===== src/rtl/dlfloat16_pkg.sv =====
// Shared DLFloat16 constants, pre-round word field widths and the
// normalizer FSM state type.
package dlfloat16_pkg;

    localparam int         DLF_BIAS    = 31;
    localparam logic [5:0] DLF_EXP_MAX = 6'h3F;

    localparam int EXP_W  = 6;
    localparam int FRAC_W = 9;
    localparam int GRS_W  = 4;
    localparam int WORD_W = 1 + EXP_W + FRAC_W + GRS_W;

    typedef enum logic [1:0] {
        IDLE,
        NORM,
        PACK,
        HOLD
    } norm_state_e;

endpackage


===== src/rtl/dlfloat16_pack.sv =====
// Field extraction and zero/overflow/underflow classification of a normalized
// mantissa into the 20-bit pre-round word {sign,exp6,frac9,G,R,S1,S2}.
module dlfloat16_pack
    import dlfloat16_pkg::*;
#(
    parameter int MW = 24,
    parameter int EW = 8
) (
    input  logic              sign_i,
    input  logic [EW+1:0]     exp_i,
    input  logic [MW-1:0]     mant_i,
    input  logic              sticky_i,
    output logic [WORD_W-1:0] word_o,
    output logic              zero_o,
    output logic              ovf_o,
    output logic              unf_o
);

    localparam logic [EW+1:0] EXP_SAT = (EW+2)'(DLF_EXP_MAX);

    logic [FRAC_W-1:0] frac;
    logic [GRS_W-1:0]  grs;
    logic              exp_neg;

    // NOTE: every output gets a default before the if/else chain so no path
    // leaves a value unassigned and no latch is inferred.
    always_comb begin
        frac    = mant_i[MW-3 -: FRAC_W];
        grs     = {mant_i[MW-12], mant_i[MW-13], mant_i[MW-14],
                   (|mant_i[MW-15:0]) | sticky_i};
        exp_neg = exp_i[EW+1];

        word_o = {sign_i, exp_i[EXP_W-1:0], frac, grs};
        zero_o = 1'b0;
        ovf_o  = 1'b0;
        unf_o  = 1'b0;

        // Zero wins over exponent range checks; the exponent is meaningless then.
        if (mant_i == '0) begin
            word_o = {sign_i, {(WORD_W-1){1'b0}}};
            zero_o = 1'b1;
        end else if (!exp_neg && (exp_i >= EXP_SAT)) begin
            word_o = {sign_i, DLF_EXP_MAX, {(FRAC_W+GRS_W){1'b0}}};
            ovf_o  = 1'b1;
        end else if (exp_neg || (exp_i == '0)) begin
            word_o = {sign_i, {(WORD_W-1){1'b0}}};
            unf_o  = 1'b1;
        end
    end

endmodule


===== src/rtl/dlfloat16_normalize.sv =====
// Iterative normalize-and-pack stage: one mantissa bit-shift per cycle, then
// the packed pre-round word is held behind a valid/ready handshake.
module dlfloat16_normalize
    import dlfloat16_pkg::*;
#(
    parameter int MW = 24,
    parameter int EW = 8
) (
    input  logic              clk,
    input  logic              rst_n,
    input  logic              in_valid,
    output logic              in_ready,
    input  logic              in_sign,
    input  logic [EW-1:0]     in_exp,
    input  logic [MW-1:0]     in_mant,
    input  logic              in_sticky,
    output logic              out_valid,
    input  logic              out_ready,
    output logic [WORD_W-1:0] out_word,
    output logic              out_zero,
    output logic              out_ovf,
    output logic              out_unf
);

    localparam logic [EW+1:0] EXP_ONE = (EW+2)'(1);

    norm_state_e       state_q, state_d;
    logic              sign_q, sign_d;
    logic [EW+1:0]     exp_q, exp_d;
    logic [MW-1:0]     mant_q, mant_d;
    logic              sticky_q, sticky_d;
    logic              out_valid_q, out_valid_d;
    logic [WORD_W-1:0] out_word_q, out_word_d;
    logic              out_zero_q, out_zero_d;
    logic              out_ovf_q, out_ovf_d;
    logic              out_unf_q, out_unf_d;

    logic [WORD_W-1:0] pack_word;
    logic              pack_zero;
    logic              pack_ovf;
    logic              pack_unf;

    dlfloat16_pack #(
        .MW (MW),
        .EW (EW)
    ) u_pack (
        .sign_i   (sign_q),
        .exp_i    (exp_q),
        .mant_i   (mant_q),
        .sticky_i (sticky_q),
        .word_o   (pack_word),
        .zero_o   (pack_zero),
        .ovf_o    (pack_ovf),
        .unf_o    (pack_unf)
    );

    // Gated by rst_n so the input side reads not-ready while reset is held.
    assign in_ready  = rst_n && (state_q == IDLE);
    assign out_valid = out_valid_q;
    assign out_word  = out_word_q;
    assign out_zero  = out_zero_q;
    assign out_ovf   = out_ovf_q;
    assign out_unf   = out_unf_q;

    always_comb begin
        state_d     = state_q;
        sign_d      = sign_q;
        exp_d       = exp_q;
        mant_d      = mant_q;
        sticky_d    = sticky_q;
        out_valid_d = out_valid_q;
        out_word_d  = out_word_q;
        out_zero_d  = out_zero_q;
        out_ovf_d   = out_ovf_q;
        out_unf_d   = out_unf_q;

        unique case (state_q)
            IDLE: begin
                if (in_valid) begin
                    sign_d   = in_sign;
                    exp_d    = {{2{in_exp[EW-1]}}, in_exp};
                    mant_d   = in_mant;
                    sticky_d = in_sticky;
                    state_d  = NORM;
                end
            end
            NORM: begin
                if (mant_q == '0) begin
                    state_d = PACK;
                end else if (mant_q[MW-1]) begin
                    mant_d   = {1'b0, mant_q[MW-1:1]};
                    sticky_d = sticky_q | mant_q[0];
                    exp_d    = exp_q + EXP_ONE;
                end else if (mant_q[MW-2]) begin
                    state_d = PACK;
                end else begin
                    mant_d = {mant_q[MW-2:0], 1'b0};
                    exp_d  = exp_q - EXP_ONE;
                end
            end
            PACK: begin
                out_word_d  = pack_word;
                out_zero_d  = pack_zero;
                out_ovf_d   = pack_ovf;
                out_unf_d   = pack_unf;
                out_valid_d = 1'b1;
                state_d     = HOLD;
            end
            HOLD: begin
                if (out_ready) begin
                    out_valid_d = 1'b0;
                    state_d     = IDLE;
                end
            end
            default: state_d = IDLE;
        endcase
    end

    // NOTE: state registers use non-blocking assignments so every flop samples
    // the pre-edge value of the others regardless of statement order.
    always_ff @(posedge clk or negedge rst_n) begin
        if (!rst_n) begin
            state_q     <= IDLE;
            sign_q      <= 1'b0;
            exp_q       <= '0;
            mant_q      <= '0;
            sticky_q    <= 1'b0;
            out_valid_q <= 1'b0;
            out_word_q  <= '0;
            out_zero_q  <= 1'b0;
            out_ovf_q   <= 1'b0;
            out_unf_q   <= 1'b0;
        end else begin
            state_q     <= state_d;
            sign_q      <= sign_d;
            exp_q       <= exp_d;
            mant_q      <= mant_d;
            sticky_q    <= sticky_d;
            out_valid_q <= out_valid_d;
            out_word_q  <= out_word_d;
            out_zero_q  <= out_zero_d;
            out_ovf_q   <= out_ovf_d;
            out_unf_q   <= out_unf_d;
        end
    end

endmodule

===== config.mk =====
export PLATFORM = sky130hd
export DESIGN_NAME = dlfloat16_normalize
export DESIGN_NICKNAME = d
export VERILOG_FILES = /design/src/rtl/dlfloat16_pkg.sv /design/src/rtl/dlfloat16_pack.sv /design/src/rtl/dlfloat16_normalize.sv
export SDC_FILE = /design/constraint.sdc
export NUM_CORES = 1
export LEC_CHECK = 0
export BUFFER_PORTS_ARGS = -buffer_cell sky130_fd_sc_hd__buf_2
export CELL_PAD_IN_SITES_DETAIL_PLACEMENT = 1
export CELL_PAD_IN_SITES_GLOBAL_PLACEMENT = 2
export CORE_ASPECT_RATIO = 2
export CORE_MARGIN = 10
export CORE_UTILIZATION = 30
export CTS_BUF_LIST = sky130_fd_sc_hd__clkbuf_16
export DETAILED_ROUTE_END_ITERATION = 10
export PLACE_DENSITY_LB_ADDON = 0.2
export SLEW_MARGIN = 30
export SYNTH_ARGS = -nofsm -noshare
export SYNTH_HDL_FRONTEND = slang
export SYNTH_SLANG_ARGS = --single-unit

===== constraint.sdc =====
create_clock -name clk -period 2.7 [get_ports clk]
set_clock_uncertainty 0.15 [all_clocks]
set_input_delay 0.135 -clock clk [delete_from_list [all_inputs] [get_ports clk]]
set_output_delay 0.135 -clock clk [all_outputs]
set_load 0.005 [all_outputs]

==> reports/metrics.cfg <==
[min_path]
hp-class = primary input to flop

[global_route]
grt_pass1_wl_um = 19800
grt_max_degree = 63
antenna_found_initial = 0
globalRoute.totalOverflow = 0
grt_pass1_vias = 3753
grt.total_usage = 0.145

[synthesis]
synth_top_area_frac = 0.438
synth_async_sr_flop_share = 1.00
post_synth.cell_area_avg_um2 = 8.72
netlist_area_um2 = 3540
synth_fp_nets = 457
ys_seq_elements = 62
synthesis.instances = 406
seq_area_frac_synth = 0.438
ys.warnings.count = 0
synth-edff-count = 0
netlist_top_cells_area = dfrtp_1, o21ai_0, nand2_1
synthDistinctLibCells = 44
synth_top_area_cell = dfrtp_1
ys_dominant_reg_cell = dfrtp_1

[timing]
maxSlewViolCount = 0
rsz0062_at_grt = no
worst_pin_slew_ps = 846
timing.setup.tns_ps = 0
post-route-period-util = 0.931
slew-limit-headroom = 0.436
setup_viol = 0
finalCriticalPeriod_ps = 2510
fmaxAchievable_mhz = 398
hold_viol = 0

[clock_network]
htreeDepth = 3
clk_latency_ps = 330
cts-root-buf = clkbuf_16
cts.sinks = 62
cts_setup_buffers = 0
cts_buffers = 9
clk_path_buf_depth = 2
cts_tree = done
path_clk_slew_ps = 50

[worst_setup_path]
critPathLaunch = mant_q[23]$_DFFE_PN0P_
end_kind = flop
endpoint = exp_q[9]$_DFFE_PN0P_
required_ps = 2810
crit_type = flop to flop
start_kind = flop
r2r-start = mant_q[23]$_DFFE_PN0P_
cp.arrival_ps = 2630
cp.depth = 8
critPathBufInv = 1
critPathSlowestCell = ha_1
reg2reg_slack_ps = 190
worstPathMaxFanout = 6
slowest_delay_ps = 430
cp_cell_sequence = inv_1 > ha_1 > nand3_1 > o2111ai_1 > a41oi_1 > or3_1 > a21oi_1 > nand3b_1
r2r_cells = 8
r2r-end = exp_q[9]$_DFFE_PN0P_
path_delay_family = compound AO/OA/AOI/OAI gates

[die]
num_rows = 56
start_util = 0.304
die-area_um2 = 16800
die_w_um = 96.8
core_area_um2 = 11600
die_h_um = 174
pin_count = 63

[placed_design]
numPortBuffers = 62
dp_hpwl_um = 9110
finalWeightedCongestion = 0.792

[final_layout]
layout_common_cells = nand2_1, o21ai_0, dfrtp_1, buf_2, inv_1
area_growth_pct = 29.6
post-route-util = 0.395
drive_above_1_share = 0.205
n_fill_cell = 1422
nNetsFinal = 545
diodes = 0

[detailed_routing]
drc_errors = 0
viasPerCell = 5.15
detail_route.wl_per_cell_um = 18.7
vias = 3312
drt-total-wl_um = 12000
final_antenna_net_count = 0
dr.pass1.iters = 4
drt_iter0_drc = 83

[run]
drv_cap = 0

[power]
internal_power_uw = 3240
p_per_area_nw_per_um2 = 1250
p_seq_frac = 0.299
switching_share = 0.434
p_sw_uw = 2480
p_clk_frac = 0.196
peakVddDrop_mv = 0.480
p_comb_frac = 0.505
p_leak_uw = 0.00206

[run_status]
outcome = completed

[Yosys cell counts, types with 2 or more instances]
library cell / n
nand2_1: 68
o21ai_0: 68
dfrtp_1: 62
inv_1: 47
clkbuf_1: 19
o221ai_1: 14
o311ai_0: 13
ha_1: 12
a21oi_1: 10
mux2i_1: 10
nor2_1: 8
nand3_1: 6
nor2b_1: 6
buf_2: 4
mux2_2: 4
nand4_1: 4
nor4_1: 4
o22a_1: 4
xnor2_1: 4
o2111ai_1: 3
o21a_1: 3
xor2_1: 3
a41oi_1: 2
clkbuf_2: 2
nand3b_1: 2
nor3_1: 2
nor4_2: 2
o211ai_1: 2
o21ai_1: 2
or3_1: 2
[layout make-up]
class	instances	area [µm²]	area share
Inverter	47	176	0.0384
Clock inverter	6	53.8	0.0117
Multi-Input combinational cell	271	1710	0.372
Clock buffer	9	225	0.0491
Sequential cell	62	1550	0.338
Tap cell	145	181	0.0395
Timing Repair Buffer	103	696	0.152
[worst register-to-register path: cells and delay by family, from the launching register on]
kind | cells | cell delay [ps]
buffers and inverters | 1 | 150
AO/OA/AOI/OAI | 3 | 740
flip-flops | 1 | 380
AND/OR/NAND/NOR | 3 | 590
adder cells (fa/ha/maj) | 1 | 430
[flip-flops by register name, summed over array words and instances, names as in the netlist]
register,cells
out_word,20
state_q,2
out_zero,1
sticky_q,1
mant_q,24
out_unf,1
out_valid,1
sign_q,1
exp_q,10
out_ovf,1
[kinds of logic (layout without fill, tap and decap cells)]
kind of cell / count (synthesis) / count (layout) / share of synthesized area
AOI/OAI and AO/OA: 127 / 127 / 0.227
xor gates and xnor gates: 7 / 7 / 0.0173
adders and majority gates: 13 / 13 / 0.0481
buffers and inverters: 73 / 165 / 0.0806
DFF: 62 / 62 / 0.438
muxes: 15 / 15 / 0.0452
and+or+nand+nor: 109 / 109 / 0.144
[stage by stage]
step	cell area, µm²	std cells	hold WS, ps	total power (µW)	setup WS, ps
2_1_floorplan	3540	406	-311	3640	101
3_3_place_gp	4050	602	218	4570	346
3_5_place_dp	4050	602	229	4660	207
4_1_cts	4590	643	5.07	5830	192
5_1_grt	4590	643	29.8	6270	70.1
6_report	4590	643	10.0	5720	186
[power groups by stage]
stage	Combinational (µW)	Sequential [µW]	Clock [µW]
finish	2890	1710	1120
global route	3300	1770	1200
CTS	2960	1730	1150
detailed placement	2920	1740	0
global placement	2850	1720	0
floorplan	2030	1610	0
[worst min path at each step]
| stage | startpoint | end | cells after the start |
|---|---|---|---|
| 5_1_grt | in_mant[11] | mant_q[11]$_DFFE_PN0P_ | 3 |
| 4_1_cts | in_mant[12] | mant_q[12]$_DFFE_PN0P_ | 3 |
| 3_3_place_gp | in_sign | sign_q$_DFFE_PN0P_ | 2 |
| 3_5_place_dp | in_sign | sign_q$_DFFE_PN0P_ | 2 |
| 2_1_floorplan | rst_n | exp_q[0]$_DFFE_PN0P_ | 0 |
| 6_report | in_mant[11] | mant_q[11]$_DFFE_PN0P_ | 3 |
[timing repair]
item                      4_1_cts  5_1_grt
gates resized for setup         0        0
hold endpoints to repair       40        0
hold buffers                   26        0
[routing by layer]
| layer | GRT usage | wire [µm] |
|---|---|---|
| met5 | 0 | 0 |
| met4 | 0.0612 | 303 |
| met3 | 0.0291 | 298 |
| met2 | 0.288 | 7180 |
| met1 | 0.137 | 4250 |
Note: power is estimated with default switching activity, not from simulation.
